===== src/rtl/reg_hazard_ctrl_pkg.sv =====
// reg_ctrl_pkg: shared constants, register ids and helpers for the hazard controller
package reg_ctrl_pkg;
  localparam int NREGS = 16;
  localparam int ID_W = 5;
  localparam int CNT_W = 2;
  localparam int IDX_W = $clog2(NREGS);
  localparam logic [CNT_W-1:0] MAX_INFLIGHT = '1;
  localparam logic [ID_W-1:0] REG_NONE = 5'd15;
  typedef enum logic [ID_W-1:0] {
    RAX = 5'd0, RCX, RDX, RBX, RSP, RBP, RSI, RDI,
    R8, R9, R10, R11, R12, R13, R14
  } reg_id_e;
  function automatic logic is_none(input logic [ID_W-1:0] id);
    return id >= REG_NONE;
  endfunction
endpackage


===== src/rtl/reg_hazard_ctrl_if.sv =====
// reg_hazard_ctrl_if: issue, writeback and register-file port bundle
interface reg_hazard_ctrl_if;
  import reg_ctrl_pkg::*;
  logic issue_valid;
  logic issue_ready;
  logic [ID_W-1:0] issue_srcA;
  logic [ID_W-1:0] issue_srcB;
  logic [ID_W-1:0] issue_dstE;
  logic [ID_W-1:0] issue_dstM;
  logic wb_valid;
  logic [ID_W-1:0] wb_dstE;
  logic [ID_W-1:0] wb_dstM;
  logic [ID_W-1:0] rf_dstE;
  logic [ID_W-1:0] rf_dstM;
  logic [NREGS-1:0] pending;
  logic [15:0] stall_cnt;
  logic err_underflow;
  modport master (
    output issue_valid, issue_srcA, issue_srcB, issue_dstE, issue_dstM, wb_valid, wb_dstE, wb_dstM,
    input issue_ready, rf_dstE, rf_dstM, pending, stall_cnt, err_underflow
  );
  modport slave (
    input issue_valid, issue_srcA, issue_srcB, issue_dstE, issue_dstM, wb_valid, wb_dstE, wb_dstM,
    output issue_ready, rf_dstE, rf_dstM, pending, stall_cnt, err_underflow
  );
endinterface


===== src/rtl/reg_hazard_ctrl_pending_cnt.sv =====
// reg_pending_cnt: saturating in-flight write counter with underflow detect
module reg_pending_cnt
  import reg_ctrl_pkg::*;
(
  input  logic clk,
  input  logic rst_n,
  input  logic [1:0] inc,
  input  logic [1:0] dec,
  output logic [CNT_W-1:0] cnt,
  output logic pend,
  output logic uf
);
  logic [CNT_W:0] sum, diff;
  logic [CNT_W-1:0] nxt;
  always_comb begin
    sum = {1'b0, cnt} + (CNT_W+1)'(inc);
    uf = (CNT_W+1)'(dec) > sum;
    diff = uf ? '0 : sum - (CNT_W+1)'(dec);
    nxt = diff > {1'b0, MAX_INFLIGHT} ? MAX_INFLIGHT : diff[CNT_W-1:0];
  end
  always_ff @(posedge clk or negedge rst_n)
    if (!rst_n) begin
      cnt <= '0;
      pend <= 1'b0;
    end else begin
      cnt <= nxt;
      pend <= nxt != '0;
    end
endmodule


===== src/rtl/reg_hazard_ctrl.sv =====
// reg_hazard_ctrl: issue/retire scoreboard and E/M write-port sequencer
module reg_hazard_ctrl
  import reg_ctrl_pkg::*;
(
  input logic clk,
  input logic rst_n,
  reg_hazard_ctrl_if.slave bus
);
  logic [CNT_W-1:0] cnt [NREGS];
  logic [NREGS-1:0] pend, uf;
  logic [CNT_W:0] need;
  logic raw_ok, room_e, room_m, ready, fired, wb_en;
  always_comb begin
    need = bus.issue_dstE == bus.issue_dstM ? (CNT_W+1)'(2) : (CNT_W+1)'(1);
    raw_ok = (is_none(bus.issue_srcA) || cnt[bus.issue_srcA[IDX_W-1:0]] == '0) &&
             (is_none(bus.issue_srcB) || cnt[bus.issue_srcB[IDX_W-1:0]] == '0);
    room_e = is_none(bus.issue_dstE) || {1'b0, cnt[bus.issue_dstE[IDX_W-1:0]]} + need <= {1'b0, MAX_INFLIGHT};
    room_m = is_none(bus.issue_dstM) || {1'b0, cnt[bus.issue_dstM[IDX_W-1:0]]} + need <= {1'b0, MAX_INFLIGHT};
    ready = raw_ok && room_e && room_m;
  end
  assign fired = bus.issue_valid && ready;
  assign wb_en = rst_n && bus.wb_valid;
  assign bus.issue_ready = ready;
  assign bus.pending = pend;
  assign bus.rf_dstM = wb_en && !is_none(bus.wb_dstM) ? bus.wb_dstM : REG_NONE;
  assign bus.rf_dstE = wb_en && !is_none(bus.wb_dstE) && bus.wb_dstE != bus.wb_dstM ? bus.wb_dstE : REG_NONE;
  for (genvar r = 0; r < NREGS; r++) begin : g_cnt
    localparam logic [ID_W-1:0] RID = ID_W'(r);
    logic [1:0] inc, dec;
    assign inc = fired && !is_none(RID) ? 2'(bus.issue_dstE == RID) + 2'(bus.issue_dstM == RID) : 2'd0;
    assign dec = bus.wb_valid && !is_none(RID) ? 2'(bus.wb_dstE == RID) + 2'(bus.wb_dstM == RID) : 2'd0;
    reg_pending_cnt u_cnt (
      .clk(clk),
      .rst_n(rst_n),
      .inc(inc),
      .dec(dec),
      .cnt(cnt[r]),
      .pend(pend[r]),
      .uf(uf[r])
    );
  end
  always_ff @(posedge clk or negedge rst_n)
    if (!rst_n) begin
      bus.stall_cnt <= '0;
      bus.err_underflow <= 1'b0;
    end else begin
      if (bus.issue_valid && !ready && bus.stall_cnt != 16'hFFFF) bus.stall_cnt <= bus.stall_cnt + 16'd1;
      if (|uf) bus.err_underflow <= 1'b1;
    end
endmodule


===== src/flat_wrapper.sv =====
// flat-port wrapper written by rule: the top's interface ports become plain ports
module reg_hazard_ctrl_flat import reg_ctrl_pkg::*;
  (clk, rst_n, bus_issue_valid, bus_issue_srcA, bus_issue_srcB, bus_issue_dstE, bus_issue_dstM, bus_wb_valid, bus_wb_dstE, bus_wb_dstM, bus_issue_ready, bus_rf_dstE, bus_rf_dstM, bus_pending, bus_stall_cnt, bus_err_underflow);
  reg_hazard_ctrl_if bus_i ();
  input logic clk;
  input logic rst_n;
  input wire logic [$bits(bus_i.issue_valid)-1:0] bus_issue_valid;
  input wire logic [$bits(bus_i.issue_srcA)-1:0] bus_issue_srcA;
  input wire logic [$bits(bus_i.issue_srcB)-1:0] bus_issue_srcB;
  input wire logic [$bits(bus_i.issue_dstE)-1:0] bus_issue_dstE;
  input wire logic [$bits(bus_i.issue_dstM)-1:0] bus_issue_dstM;
  input wire logic [$bits(bus_i.wb_valid)-1:0] bus_wb_valid;
  input wire logic [$bits(bus_i.wb_dstE)-1:0] bus_wb_dstE;
  input wire logic [$bits(bus_i.wb_dstM)-1:0] bus_wb_dstM;
  output wire logic [$bits(bus_i.issue_ready)-1:0] bus_issue_ready;
  output wire logic [$bits(bus_i.rf_dstE)-1:0] bus_rf_dstE;
  output wire logic [$bits(bus_i.rf_dstM)-1:0] bus_rf_dstM;
  output wire logic [$bits(bus_i.pending)-1:0] bus_pending;
  output wire logic [$bits(bus_i.stall_cnt)-1:0] bus_stall_cnt;
  output wire logic [$bits(bus_i.err_underflow)-1:0] bus_err_underflow;
  assign bus_i.issue_valid = bus_issue_valid;
  assign bus_i.issue_srcA = bus_issue_srcA;
  assign bus_i.issue_srcB = bus_issue_srcB;
  assign bus_i.issue_dstE = bus_issue_dstE;
  assign bus_i.issue_dstM = bus_issue_dstM;
  assign bus_i.wb_valid = bus_wb_valid;
  assign bus_i.wb_dstE = bus_wb_dstE;
  assign bus_i.wb_dstM = bus_wb_dstM;
  assign bus_issue_ready = bus_i.issue_ready;
  assign bus_rf_dstE = bus_i.rf_dstE;
  assign bus_rf_dstM = bus_i.rf_dstM;
  assign bus_pending = bus_i.pending;
  assign bus_stall_cnt = bus_i.stall_cnt;
  assign bus_err_underflow = bus_i.err_underflow;
  reg_hazard_ctrl u_core (.clk(clk), .rst_n(rst_n), .bus(bus_i));
endmodule

===== config.mk =====
export PLATFORM = sky130hd
export DESIGN_NAME = reg_hazard_ctrl_flat
export DESIGN_NICKNAME = d
export VERILOG_FILES = /design/src/rtl/reg_hazard_ctrl_pkg.sv /design/src/rtl/reg_hazard_ctrl_if.sv /design/src/rtl/reg_hazard_ctrl_pending_cnt.sv /design/src/rtl/reg_hazard_ctrl.sv /design/src/flat_wrapper.sv
export SDC_FILE = /design/constraint.sdc
export NUM_CORES = 1
export LEC_CHECK = 0
export BUFFER_PORTS_ARGS = -buffer_cell sky130_fd_sc_hd__buf_2
export CAP_MARGIN = 30
export CELL_PAD_IN_SITES_DETAIL_PLACEMENT = 0
export CELL_PAD_IN_SITES_GLOBAL_PLACEMENT = 1
export CORE_MARGIN = 2
export CORE_UTILIZATION = 47
export CTS_BUF_LIST = sky130_fd_sc_hd__clkbuf_8
export DETAILED_ROUTE_END_ITERATION = 10
export PLACE_DENSITY_LB_ADDON = 0.25
export SYNTH_ARGS = -nofsm -noshare
export SYNTH_HDL_FRONTEND = slang
export SYNTH_SLANG_ARGS = --single-unit

===== constraint.sdc =====
create_clock -name clk -period 6.2 [get_ports clk]
set_input_delay 1.24 -clock clk [delete_from_list [all_inputs] [get_ports clk]]
set_output_delay 1.24 -clock clk [all_outputs]
set_load 0.02 [all_outputs]

== Word-level counts from Yosys, hierarchy flattened ==
Cells that the tools add are included.

* $add $sub $neg: 63
* $mul: 0
* Divide/modulo/power cells: 0
* $lt $le $gt $ge: 44
* Equal/unequal tests: 59
* Shifts and indexed selects: 0
* Muxes and demuxes: 77
* Bitwise logic cells: 4
* Reduce and logical (&&, ||, !) cells: 40

{| class="wikitable"
|+ Operators with widths
! kind !! number
|-
| 5-bit by 4-bit equality test with 1-bit output, second input constant || 28
|-
| 2-bit two-way mux || 56
|-
| 5-bit by 3-bit equality test with 1-bit output, second input constant || 16
|-
| 1-bit by 1-bit adder with 2-bit output || 30
|-
| 2-bit by 2-bit adder with 3-bit output || 15
|-
| 2-bit by 3-bit greater-than comparator with 1-bit output || 15
|-
| 3-bit by 2-bit greater-than comparator with 1-bit output, second input constant || 15
|-
| 3-bit two-way mux || 15
|-
| 3-bit by 2-bit subtractor with 3-bit output || 15
|-
| 5-bit by 2-bit equality test with 1-bit output, second input constant || 8
|-
| 2-bit binary-select mux with 4-bit select || 4
|-
| 2-bit nonzero test || 16
|-
| 5-bit by 4-bit greater-or-equal comparator with 1-bit output, second input constant || 6
|-
| 5-bit by 1-bit equality test with 1-bit output, second input constant || 4
|-
| 5-bit greater-or-equal comparator, second input constant || 4
|-
| 5-bit logical NOT || 4
|-
| 4-bit inverter with 5-bit output || 4
|-
| 16-bit by 1-bit adder with 16-bit output, second input constant || 1
|-
| 16-bit != test, second input constant || 1
|-
| 16-bit OR reduction || 1
|-
| 1-bit logical AND || 10
|-
| 5-bit two-way mux || 2
|-
| 2-bit by 3-bit adder with 3-bit output || 2
|-
| 3-bit by 2-bit less-or-equal comparator with 1-bit output, second input constant || 2
|-
| 7 further kinds || 13
|}

* Bits in registers: 65
* Bits in latches: 0
* Bits in writable memories: 0
* ROM bits: 0
* Input bits: 34
* Output and inout port bits: 44
* Word-level logic and storage cells: 321
* Memories: 0

== Logic depth before layout (Yosys ltp) ==
Gate-level depths: netlist of the first run.

* Depth after elaboration: 17
* Mapped depth: 23
* Depth with buffers taken out: 20

== By module ==
From an unflattened synthesis of the first run, not the netlist that was laid out.

* Cell total of the unflattened synthesis: 700
* Area, all modules: 6,665.1 sq um

{| class="wikitable"
|+ Modules (own cells, without submodules)
! module !! instances !! cells an instance !! area an instance (sq um) !! sequential area each (sq um)
|-
| reg_pending_cnt || 16 || 18 || 212.7 || 75.1
|-
| reg_hazard_ctrl || 1 || 412 || 3,261.9 || 425.4
|}

== Least setup slack after synthesis of the first run ==
No wires, ideal clock.

* Kind: input -> register
* From: input port bus_issue_dstE[0]
* To: register u_core.bus.err_underflow
* Setup time: 0.071 ns
* Data arrival time: 5.675 ns
* Required time: 6.129 ns
* Slack: 0.454 ns
* Stages on the path: 20
* Path buffers: 3
* Cells stage by stage: clkbuf_1 clkbuf_1 mux4_2 mux4_2 ha_1 inv_1 fa_1 nor2_1 a22o_1 a31oi_1 o211ai_1 nor2_2 buf_2 and3_1 ha_1 fa_1 ha_1 a211oi_1 nor4_1 nand4_1

* Word-level cells in the longest chain between the ends: 14
* Elaborated cells on any way between the ends: 92
* Those cells by class: add/sub (32); order compare (18); eq/ne (15); mux (19); bitwise (1); reduce/logical (7)

{| class="wikitable"
|+ RTL lines
! element !! RTL line !! RTL
|-
| start, declared || flat_wrapper.sv:10 || <nowiki>input wire logic [$bits(bus_i.issue_dstE)-1:0] bus_issue_dstE;</nowiki>
|-
| 4-bit inverter with 5-bit output (not written as such) || reg_hazard_ctrl.sv:17 || <nowiki>room_e = is_none(bus.issue_dstE) || {1'b0, cnt[bus.issue_dstE[IDX_W-1:0]]} + need <= {1'b0, MAX_INFLIGHT};</nowiki>
|-
| 2-bit binary-select mux with 4-bit select || reg_hazard_ctrl.sv:17 ||
|-
| 2-bit two-way mux (not written as such) (2 in series) || reg_hazard_ctrl.sv:17 ||
|-
| 2-bit by 3-bit adder with 3-bit output || reg_hazard_ctrl.sv:17 ||
|-
| 3-bit by 2-bit less-or-equal comparator with 1-bit output || reg_hazard_ctrl.sv:17 ||
|-
| 1-bit logical OR || reg_hazard_ctrl.sv:17 ||
|-
| 1-bit logical AND || reg_hazard_ctrl.sv:19 || <nowiki>ready = raw_ok && room_e && room_m;</nowiki>
|-
| 1-bit logical AND * || reg_hazard_ctrl.sv:19 ||
|-
| net bus_issue_ready || flat_wrapper.sv:15 || <nowiki>output wire logic [$bits(bus_i.issue_ready)-1:0] bus_issue_ready;</nowiki>
|-
| 1-bit logical AND * || reg_hazard_ctrl.sv:21 || <nowiki>assign fired = bus.issue_valid && ready;</nowiki>
|-
| 2-bit two-way mux || reg_hazard_ctrl.sv:30 || <nowiki>assign inc = fired && !is_none(RID) ? 2'(bus.issue_dstE == RID) + 2'(bus.issue_dstM == RID) : 2'd0;</nowiki>
|-
| 2-bit by 2-bit adder with 3-bit output || reg_hazard_ctrl_pending_cnt.sv:16 || <nowiki>sum = {1'b0, cnt} + (CNT_W+1)'(inc);</nowiki>
|-
| 2-bit by 3-bit greater-than comparator with 1-bit output || reg_hazard_ctrl_pending_cnt.sv:17 || <nowiki>uf = (CNT_W+1)'(dec) > sum;</nowiki>
|-
| 16-bit OR reduction * || reg_hazard_ctrl.sv:48 || <nowiki>if (|uf) bus.err_underflow <= 1'b1;</nowiki>
|-
| end signal, assigned || reg_hazard_ctrl.sv:45 || <nowiki>bus.err_underflow <= 1'b0;</nowiki>
|-
| end signal, assigned || reg_hazard_ctrl.sv:48 ||
|-
| end, declared || reg_hazard_ctrl_if.sv:24 || <nowiki>output issue_ready, rf_dstE, rf_dstM, pending, stall_cnt, err_underflow</nowiki>
|}

The timed path passes the listed nets; every way through them passes the cells marked *. The select of a mux whose other input is x is not followed.
A chain may end at the register's enable or synchronous reset.

== Final worst setup path of the first run ==
* From: input port bus_issue_dstM[0]
* To: register u_core.bus.err_underflow

* Word-level cells in the longest chain between the ends: 13
* Elaborated cells on any way between the ends: 92
* Those cells by class: add/sub (32); order compare (18); eq/ne (15); mux (19); bitwise (1); reduce/logical (7)

{| class="wikitable"
|+ RTL lines
! element !! RTL line !! RTL
|-
| start, declared || flat_wrapper.sv:11 || <nowiki>input wire logic [$bits(bus_i.issue_dstM)-1:0] bus_issue_dstM;</nowiki>
|-
| 4-bit inverter with 5-bit output (not written as such) || reg_hazard_ctrl.sv:18 || <nowiki>room_m = is_none(bus.issue_dstM) || {1'b0, cnt[bus.issue_dstM[IDX_W-1:0]]} + need <= {1'b0, MAX_INFLIGHT};</nowiki>
|-
| 2-bit binary-select mux with 4-bit select || reg_hazard_ctrl.sv:18 ||
|-
| 2-bit two-way mux (not written as such) (2 in series) || reg_hazard_ctrl.sv:18 ||
|-
| 2-bit by 3-bit adder with 3-bit output || reg_hazard_ctrl.sv:18 ||
|-
| 3-bit by 2-bit less-or-equal comparator with 1-bit output || reg_hazard_ctrl.sv:18 ||
|-
| 1-bit logical OR || reg_hazard_ctrl.sv:18 ||
|-
| 1-bit logical AND || reg_hazard_ctrl.sv:19 ||
|-
| 1-bit logical AND || reg_hazard_ctrl.sv:21 ||
|-
| 2-bit two-way mux || reg_hazard_ctrl.sv:30 ||
|-
| 2-bit by 2-bit adder with 3-bit output || reg_hazard_ctrl_pending_cnt.sv:16 ||
|-
| 2-bit by 3-bit greater-than comparator with 1-bit output || reg_hazard_ctrl_pending_cnt.sv:17 ||
|-
| 16-bit OR reduction * || reg_hazard_ctrl.sv:48 ||
|}

Every way passes the cells marked *; elsewhere a longest branch is shown, timed or not. The select of a mux whose other input is x is not followed.

==> results.ini, run 1 <==
[run_status]
outcome=finished, final reports clean

[route]
postRouteAntennaNets=0
wirelength_microns=16700
num_vias=5284
dr.pass1.iters=7
vias_per_cell=5.77
drc_errors=0
first_iter_violations=350
drt-wirelength-per-cell_microns=18.3

[setup_path]
path_class=primary input to flip-flop
cp.arrival_ns=5.89
start_kind=primary input
crit_path_end_kind=flip-flop
cp_data_required_time_ns=6.39
crit_fanout=33

[sta]
worstMarginPinSlew_ns=0.830
hold_viol=0
finalCriticalPeriod_ns=5.69
slew-limit-headroom_pct=44.7
skew_ns=0.00994
report.final.slew_viol_count=0
fin_tns_setup_ns=0
finalSetupViolations=0
setup_slack_ns=0.507
hold_slack_ns=0.487
rsz0062_at_grt=no
period_share_pct=91.8
max_freq_mhz=176

[grt]
antenna_found_initial=0
grt_pass1_wl_microns=27000
grt_use_total_pct=24.3
grt_max_degree=63
grt_pass1_vias=5200
grt_overflow=0

[clock_tree]
clkTransAtPathRegs_ns=0.08
cts.sinks=62
cts.htree.levels=3
root_buffer=clkbuf_8
clock_latency_ns=0.36
cts_tree=yes
cts_resized=0
cts_buffer_depth=2
cts_buffers=9
holdBufCountCts=0
postCtsSetupBuffers=0

[floorplan]
dieArea_sq_um=14400
die_h_microns=120
start_util_pct=48.0
die_w_microns=120
ios=78
core.rowCount=42
core_sq_um=13200

[pwr]
finalPower_w=0.00207
peakVddDrop_mv=0.162
p_int_w=0.00113
p_comb_share_pct=47.1
p_per_area_nw_per_um2=299
leakage_nw=3.47
seq_power_share_pct=35.9
pwr-share-clk_pct=16.9
p_switching_w=0.000941
switching_share_pct=45.5

[yosys]
synth_cells=687
syn_avg_cell_area_sq_um=9.22
ys_seq_area_share_pct=24.5
ys.flop_type=dfrtp_1
synth_cell_types=52
synth_seq_cells=62
ys.warnings.count=0
synth_area_sq_um=6330
synth_edf_count=0
synthArstFlopShare_pct=100

[placed_design]
io_buffers=74
routabilityCongestion=0.859
pre_cts_ws_ns=0.159
dp_hpwl_microns=13200

[cells_and_area]
area_delta_synth_final_pct=9.37
drive_gt1_share_pct=17.4
nets=879
num_antenna_cells=0

[run]
cap_violations=0

[hold_path]
min_path_type=flip-flop to flip-flop

==> power by group through the flow <==
stage | combinational (W) | clock (W) | sequential (W)
final | 0.000974 | 0.000350 | 0.000743
after detailed placement | 0.000968 | 0 | 0.000746
after CTS | 0.000976 | 0.000361 | 0.000739
after global placement | 0.000935 | 0 | 0.000738
after global routing | 0.00109 | 0.000374 | 0.000758
after floorplan | 0.000729 | 0 | 0.000681
==> per-stage QoR <==
| stage | instance area (sq um) | std cells | utilization [%] |
|---|---|---|---|
| floorplan | 6340 | 689 | - |
| global placement | 6730 | 900 | 51.1 |
| detailed placement | 6730 | 900 | 51.1 |
| CTS | 6930 | 916 | 52.5 |
| global route | 6930 | 916 | 52.5 |
| finish | 6930 | 916 | 52.5 |
==> kinds of logic after synthesis <==
kind of cell	count (synthesis)	synth area share [%]
multiplexers	23	6.86
buffers and inverters	118	8.46
AND/OR/NAND/NOR	244	20.2
AO/OA/AOI/OAI	92	9.25
other	1	0.0592
adder cells (fa/ha/maj)	110	25.5
XOR/XNOR	37	5.12
flip-flops	62	24.5
==> synthesized netlist by cell type, types with 4 or more instances <==
cell / instances / area share (%)
a211oi_1: 20 / 2.4
a21oi_1: 34 / 2.7
a31oi_1: 16 / 1.6
and2_1: 15 / 1.5
and3_1: 30 / 3.0
buf_4: 18 / 2.1
clkbuf_1: 22 / 1.3
dfrtp_1: 62 / 25
fa_1: 32 / 10
ha_1: 78 / 15
inv_1: 71 / 4.2
mux2i_1: 4 / 0.63
mux4_2: 16 / 5.7
nand2_1: 35 / 2.1
nand2b_1: 15 / 1.5
nand3_1: 9 / 0.71
nand3b_1: 4 / 0.47
nor2_1: 66 / 3.9
nor3_1: 32 / 2.5
nor4_1: 6 / 0.59
nor4_2: 4 / 0.79
o21ai_0: 6 / 0.47
or3_1: 10 / 0.99
xnor2_1: 23 / 3.2
xor2_1: 14 / 1.9
==> critical path, stage by stage <==
cell and delay [ns]:
buf_2 0.34, mux4_2 0.55, mux4_2 0.46, ha_1 0.19, inv_1 0.06, fa_1 0.16
nor2_1 0.04, a22o_1 0.20, a31oi_1 0.15, o211ai_1 0.16, nor2_2 0.16, buf_12 0.19
and3_1 0.22, ha_1 0.17, fa_1 0.44, ha_1 0.30, a211oi_1 0.12, nor4_1 0.55
nand4_1 0.16
==> cell usage in the layout, fill, tap and decap left out, types with 16 or more instances in the layout <==
cell type  synthesis  final
xnor2_1           23     23
nor3_1            32     32
ha_1              78     78
fa_1              32     32
a31oi_1           16     16
a211oi_1          20     20
inv_1             71     71
dfrtp_1           62     62
and3_1            30     30
a21oi_1           34     34
buf_2              2     74
nand2_1           35     35
mux4_2            16     16
nor2_1            66     66
==> sequential cells by signal (all words and copies together), names as in the netlist <==
register and cells:
u_core.g_cnt.u_cnt.cnt 30, u_core.bus.stall_cnt 16, u_core.g_cnt.u_cnt.pend 15, u_core.bus.err_underflow 1
==> metal layers <==
metal / share of wire, % / up-vias / GRT usage [%]
li1: - / 2457 / -
met1: 44 / 2619 / 31.9
met2: 50 / 191 / 41.3
met3: 5.1 / 17 / 3.56
met4: 1.5 / 0 / 7.21
met5: 0 / - / 0
==> path summary, 6_finish.rpt <==
path | startpoint | to | slack [ns] | cells past startpoint
worst max-delay path | bus_issue_dstM[0] | u_core.bus.err_underflow | 0.51 | 19
worst min-delay path | u_core.bus.stall_cnt[5] | u_core.bus.stall_cnt[5] | 0.49 | 1
worst max register to register | u_core.g_cnt[4].u_cnt.cnt[0] | u_core.bus.err_underflow | 1.30 | 18
worst min register to register | u_core.bus.stall_cnt[5] | u_core.bus.stall_cnt[5] | 0.49 | 1
max in group asynchronous | rst_n | u_core.g_cnt[9].u_cnt.cnt[1] | 4.56 | 2
min in group asynchronous | rst_n | u_core.g_cnt[4].u_cnt.cnt[1] | 1.09 | 2
==> final cells by class <==
| class | instances | area [sq um] |
|---|---|---|
| clock buffers | 11 | 151 |
| clock inverters | 5 | 40.0 |
| fillers | 1249 | 6260 |
| inverters | 71 | 267 |
| multi-input cells | 509 | 4250 |
| flip-flops and latches | 62 | 1550 |
| well taps | 176 | 220 |
| repair buffers | 82 | 443 |
Power figures use the tool's default switching activity.
==> inputs of run 2 (changes only) <==
--- a/config.mk
+++ b/config.mk
@@ -13,7 +13,7 @@
 export CORE_UTILIZATION = 47
 export CTS_BUF_LIST = sky130_fd_sc_hd__clkbuf_8
 export DETAILED_ROUTE_END_ITERATION = 10
-export PLACE_DENSITY_LB_ADDON = 0.25
+export PLACE_DENSITY_LB_ADDON = 0.1
 export SYNTH_ARGS = -nofsm -noshare
 export SYNTH_HDL_FRONTEND = slang
 export SYNTH_SLANG_ARGS = --single-unit
==> run 2 against run 1 <==
  * Core utilization is essentially flat
  * Sequential share of layout area barely moved
  * Clock power up 1%
  * Flip-flop and latch count unchanged
  * Clock-buffer cell count is the same
  * Wire length fell by 0.84%
  * Critical path depth is the same
  * Die area is the same
  * Setup slack improved by 0.037 ns
  * Critical endpoint unchanged
  * Largest power group unchanged
==> results.ini, run 2 (synthesis gave the netlist of run 1 again) <==
[clock_tree]
cts_resized=0  ; unchanged
postCtsSetupBuffers=0  ; unchanged
clkTransAtPathRegs_ns=0.08  ; about the same
clock_latency_ns=0.36  ; about the same
cts_buffer_depth=2  ; unchanged
cts.htree.levels=3  ; unchanged
cts_buffers=9  ; unchanged
cts.sinks=62  ; unchanged
holdBufCountCts=0  ; unchanged
root_buffer=clkbuf_8
cts_tree=yes

[sta]
report.final.slew_viol_count=0  ; unchanged
worstMarginPinSlew_ns=0.836  ; +0.00642 ns
finalCriticalPeriod_ns=5.66  ; -0.0368 ns
finalSetupViolations=0  ; unchanged
rsz0062_at_grt=no
slew-limit-headroom_pct=44.3  ; -0.43 points
hold_viol=0  ; unchanged
setup_slack_ns=0.544  ; +0.0368 ns
hold_slack_ns=0.509  ; +0.0218 ns
max_freq_mhz=177  ; +0.65%
skew_ns=0.00720  ; -0.00273 ns
period_share_pct=91.2  ; -0.59 points
fin_tns_setup_ns=0  ; unchanged

[route]
dr.pass1.iters=7  ; unchanged
postRouteAntennaNets=0  ; unchanged
vias_per_cell=5.64  ; -2.3%
first_iter_violations=247  ; -29%
drc_errors=0  ; unchanged
num_vias=5162  ; -2.3%
wirelength_microns=16600  ; -0.84%
drt-wirelength-per-cell_microns=18.1  ; -0.84%

[setup_path]
cpMaxStageDelayCell=nor4_1
path_buf_inv=3  ; unchanged
cp_common_cell=ha_1
path_class=primary input to flip-flop
crit_path_end_kind=flip-flop
reg2reg_to=u_core.bus.err_underflow
cp.arrival_ns=5.87  ; -0.02 ns
reg2reg_slack_ns=1.34  ; +0.04 ns
timing.rr.start=u_core.g_cnt[3].u_cnt.cnt[0]
critPathTopFamily=adder cells
max_stage_delay_ns=0.57  ; +0.02 ns
reg2regPathDepth=18  ; unchanged
cp_data_required_time_ns=6.41  ; +0.02 ns
start_kind=primary input
crit_fanout=33  ; unchanged
path_cells=buf_2 -> mux4_2 -> mux4_2 -> ha_1 -> inv_1 -> fa_1 -> nor2_1 -> a22o_1 -> a31oi_1 -> o211ai_1 -> nor2_2 -> buf_12 -> and3_1 -> ha_1 -> fa_1 -> ha_1 -> a211oi_1 -> nor4_1 -> nand4_1

[pwr]
leakage_nw=3.46  ; about the same
switching_share_pct=45.6  ; +0.091 points
p_per_area_nw_per_um2=301  ; +0.68%
p_comb_share_pct=47.3  ; +0.2 points
p_int_w=0.00113  ; +0.49%
pwr-share-clk_pct=17.0  ; about the same
seq_power_share_pct=35.7  ; -0.2 points
peakVddDrop_mv=0.140  ; -14%
p_switching_w=0.000949  ; +0.86%

[grt]
grt_use_total_pct=24.3  ; +0.058 points
antenna_found_initial=0  ; unchanged
grtUsageMet2_pct=40.6  ; -0.78 points
grt_pass1_vias=5251  ; +0.98%
grt_max_degree=63  ; unchanged
grt_pass1_wl_microns=26900  ; -0.18%
gr-usage-met1_pct=32.5  ; +0.57 points
grt_overflow=0  ; unchanged
grt.met3_usage_pct=3.66  ; +0.095 points
grt-busiest-layer=met2

[cells_and_area]
drive_gt1_share_pct=17.4  ; unchanged
final_common_cell=ha_1
largest_reg_flops=30  ; unchanged
nets=879  ; unchanged
fillers=1242  ; -0.56%
num_antenna_cells=0  ; unchanged
area_delta_synth_final_pct=9.35  ; about the same
top_register=u_core.g_cnt.u_cnt.cnt
fin_area_sq_um=6920  ; about the same
largestRegisters=u_core.g_cnt.u_cnt.cnt x30, u_core.bus.stall_cnt x16, u_core.g_cnt.u_cnt.pend x15
final_util_pct=52.5  ; about the same
final_cell_mix=78 x ha_1, 74 x buf_2, 71 x inv_1, 66 x nor2_1, 62 x dfrtp_1

[placed_design]
io_buffers=74  ; unchanged
routabilityCongestion=0.855  ; -0.51%
pre_cts_ws_ns=0.155  ; -0.00373 ns
dp_hpwl_microns=13300  ; +1.0%
placed_area_sq_um=6730  ; unchanged

[hold_path]
hp-start=u_core.bus.stall_cnt[8]
min_path_type=flip-flop to flip-flop
hold_path_end=u_core.bus.stall_cnt[8]
hold_depth=1  ; unchanged

[floorplan]
start_util_pct=48.0  ; unchanged
die_w_microns=120  ; unchanged
die_h_microns=120  ; unchanged
dieArea_sq_um=14400  ; unchanged
core.rowCount=42  ; unchanged
core_sq_um=13200  ; unchanged
ios=78  ; unchanged

[run_status]
outcome=finished, final reports clean

[run]
cap_violations=0  ; unchanged

-- run 2: changes by cell type in the layout (fill, tap and decap cells not counted) --
cell,delta
clkinvlp_4,+1
inv_6,+1
clkinv_4,-2
-- run 2: worst max-delay path by stage --
stage               cells past startpoint              start                  endpoint
floorplan                              20  bus_issue_dstE[0]  u_core.bus.err_underflow
global placement                       19  bus_issue_dstM[0]  u_core.bus.err_underflow
detailed placement                     19  bus_issue_dstM[0]  u_core.bus.err_underflow
CTS                                    19  bus_issue_dstM[0]  u_core.bus.err_underflow
global route                           19  bus_issue_dstM[0]  u_core.bus.err_underflow
finish                                 19  bus_issue_dstM[0]  u_core.bus.err_underflow
-- run 2: layout make-up --
cell class	count	area (sq um)	area share, %
clock buffer	11	151	2.19
clock inverter	5	38.8	0.560
inverter	71	267	3.85
multi-input combinational	509	4250	61.4
sequential	62	1550	22.4
tap	176	220	3.18
timing repair buffer	82	443	6.40
-- run 2: power groups by stage --
stage	combinational (W)	sequential, W	clock (W)
after detailed placement	0.000982	0.000746	0
final	0.000984	0.000743	0.000354
after CTS	0.000990	0.000738	0.000366
after global placement	0.000954	0.000743	0
after global routing	0.00110	0.000761	0.000381
after floorplan	0.000729	0.000681	0
-- run 2: per-layer routing --
layer,up-vias,share of wire [%]
met5,-,0
met4,0,1.9
met3,22,5.0
met2,148,48
met1,2534,45
li1,2458,-
-- run 2: per-stage QoR --
step	total power (W)	std cells
after floorplan	0.00141	689
after global placement	0.00170	900
after detailed placement	0.00173	900
after CTS	0.00209	916
after global routing	0.00224	916
final	0.00208	916
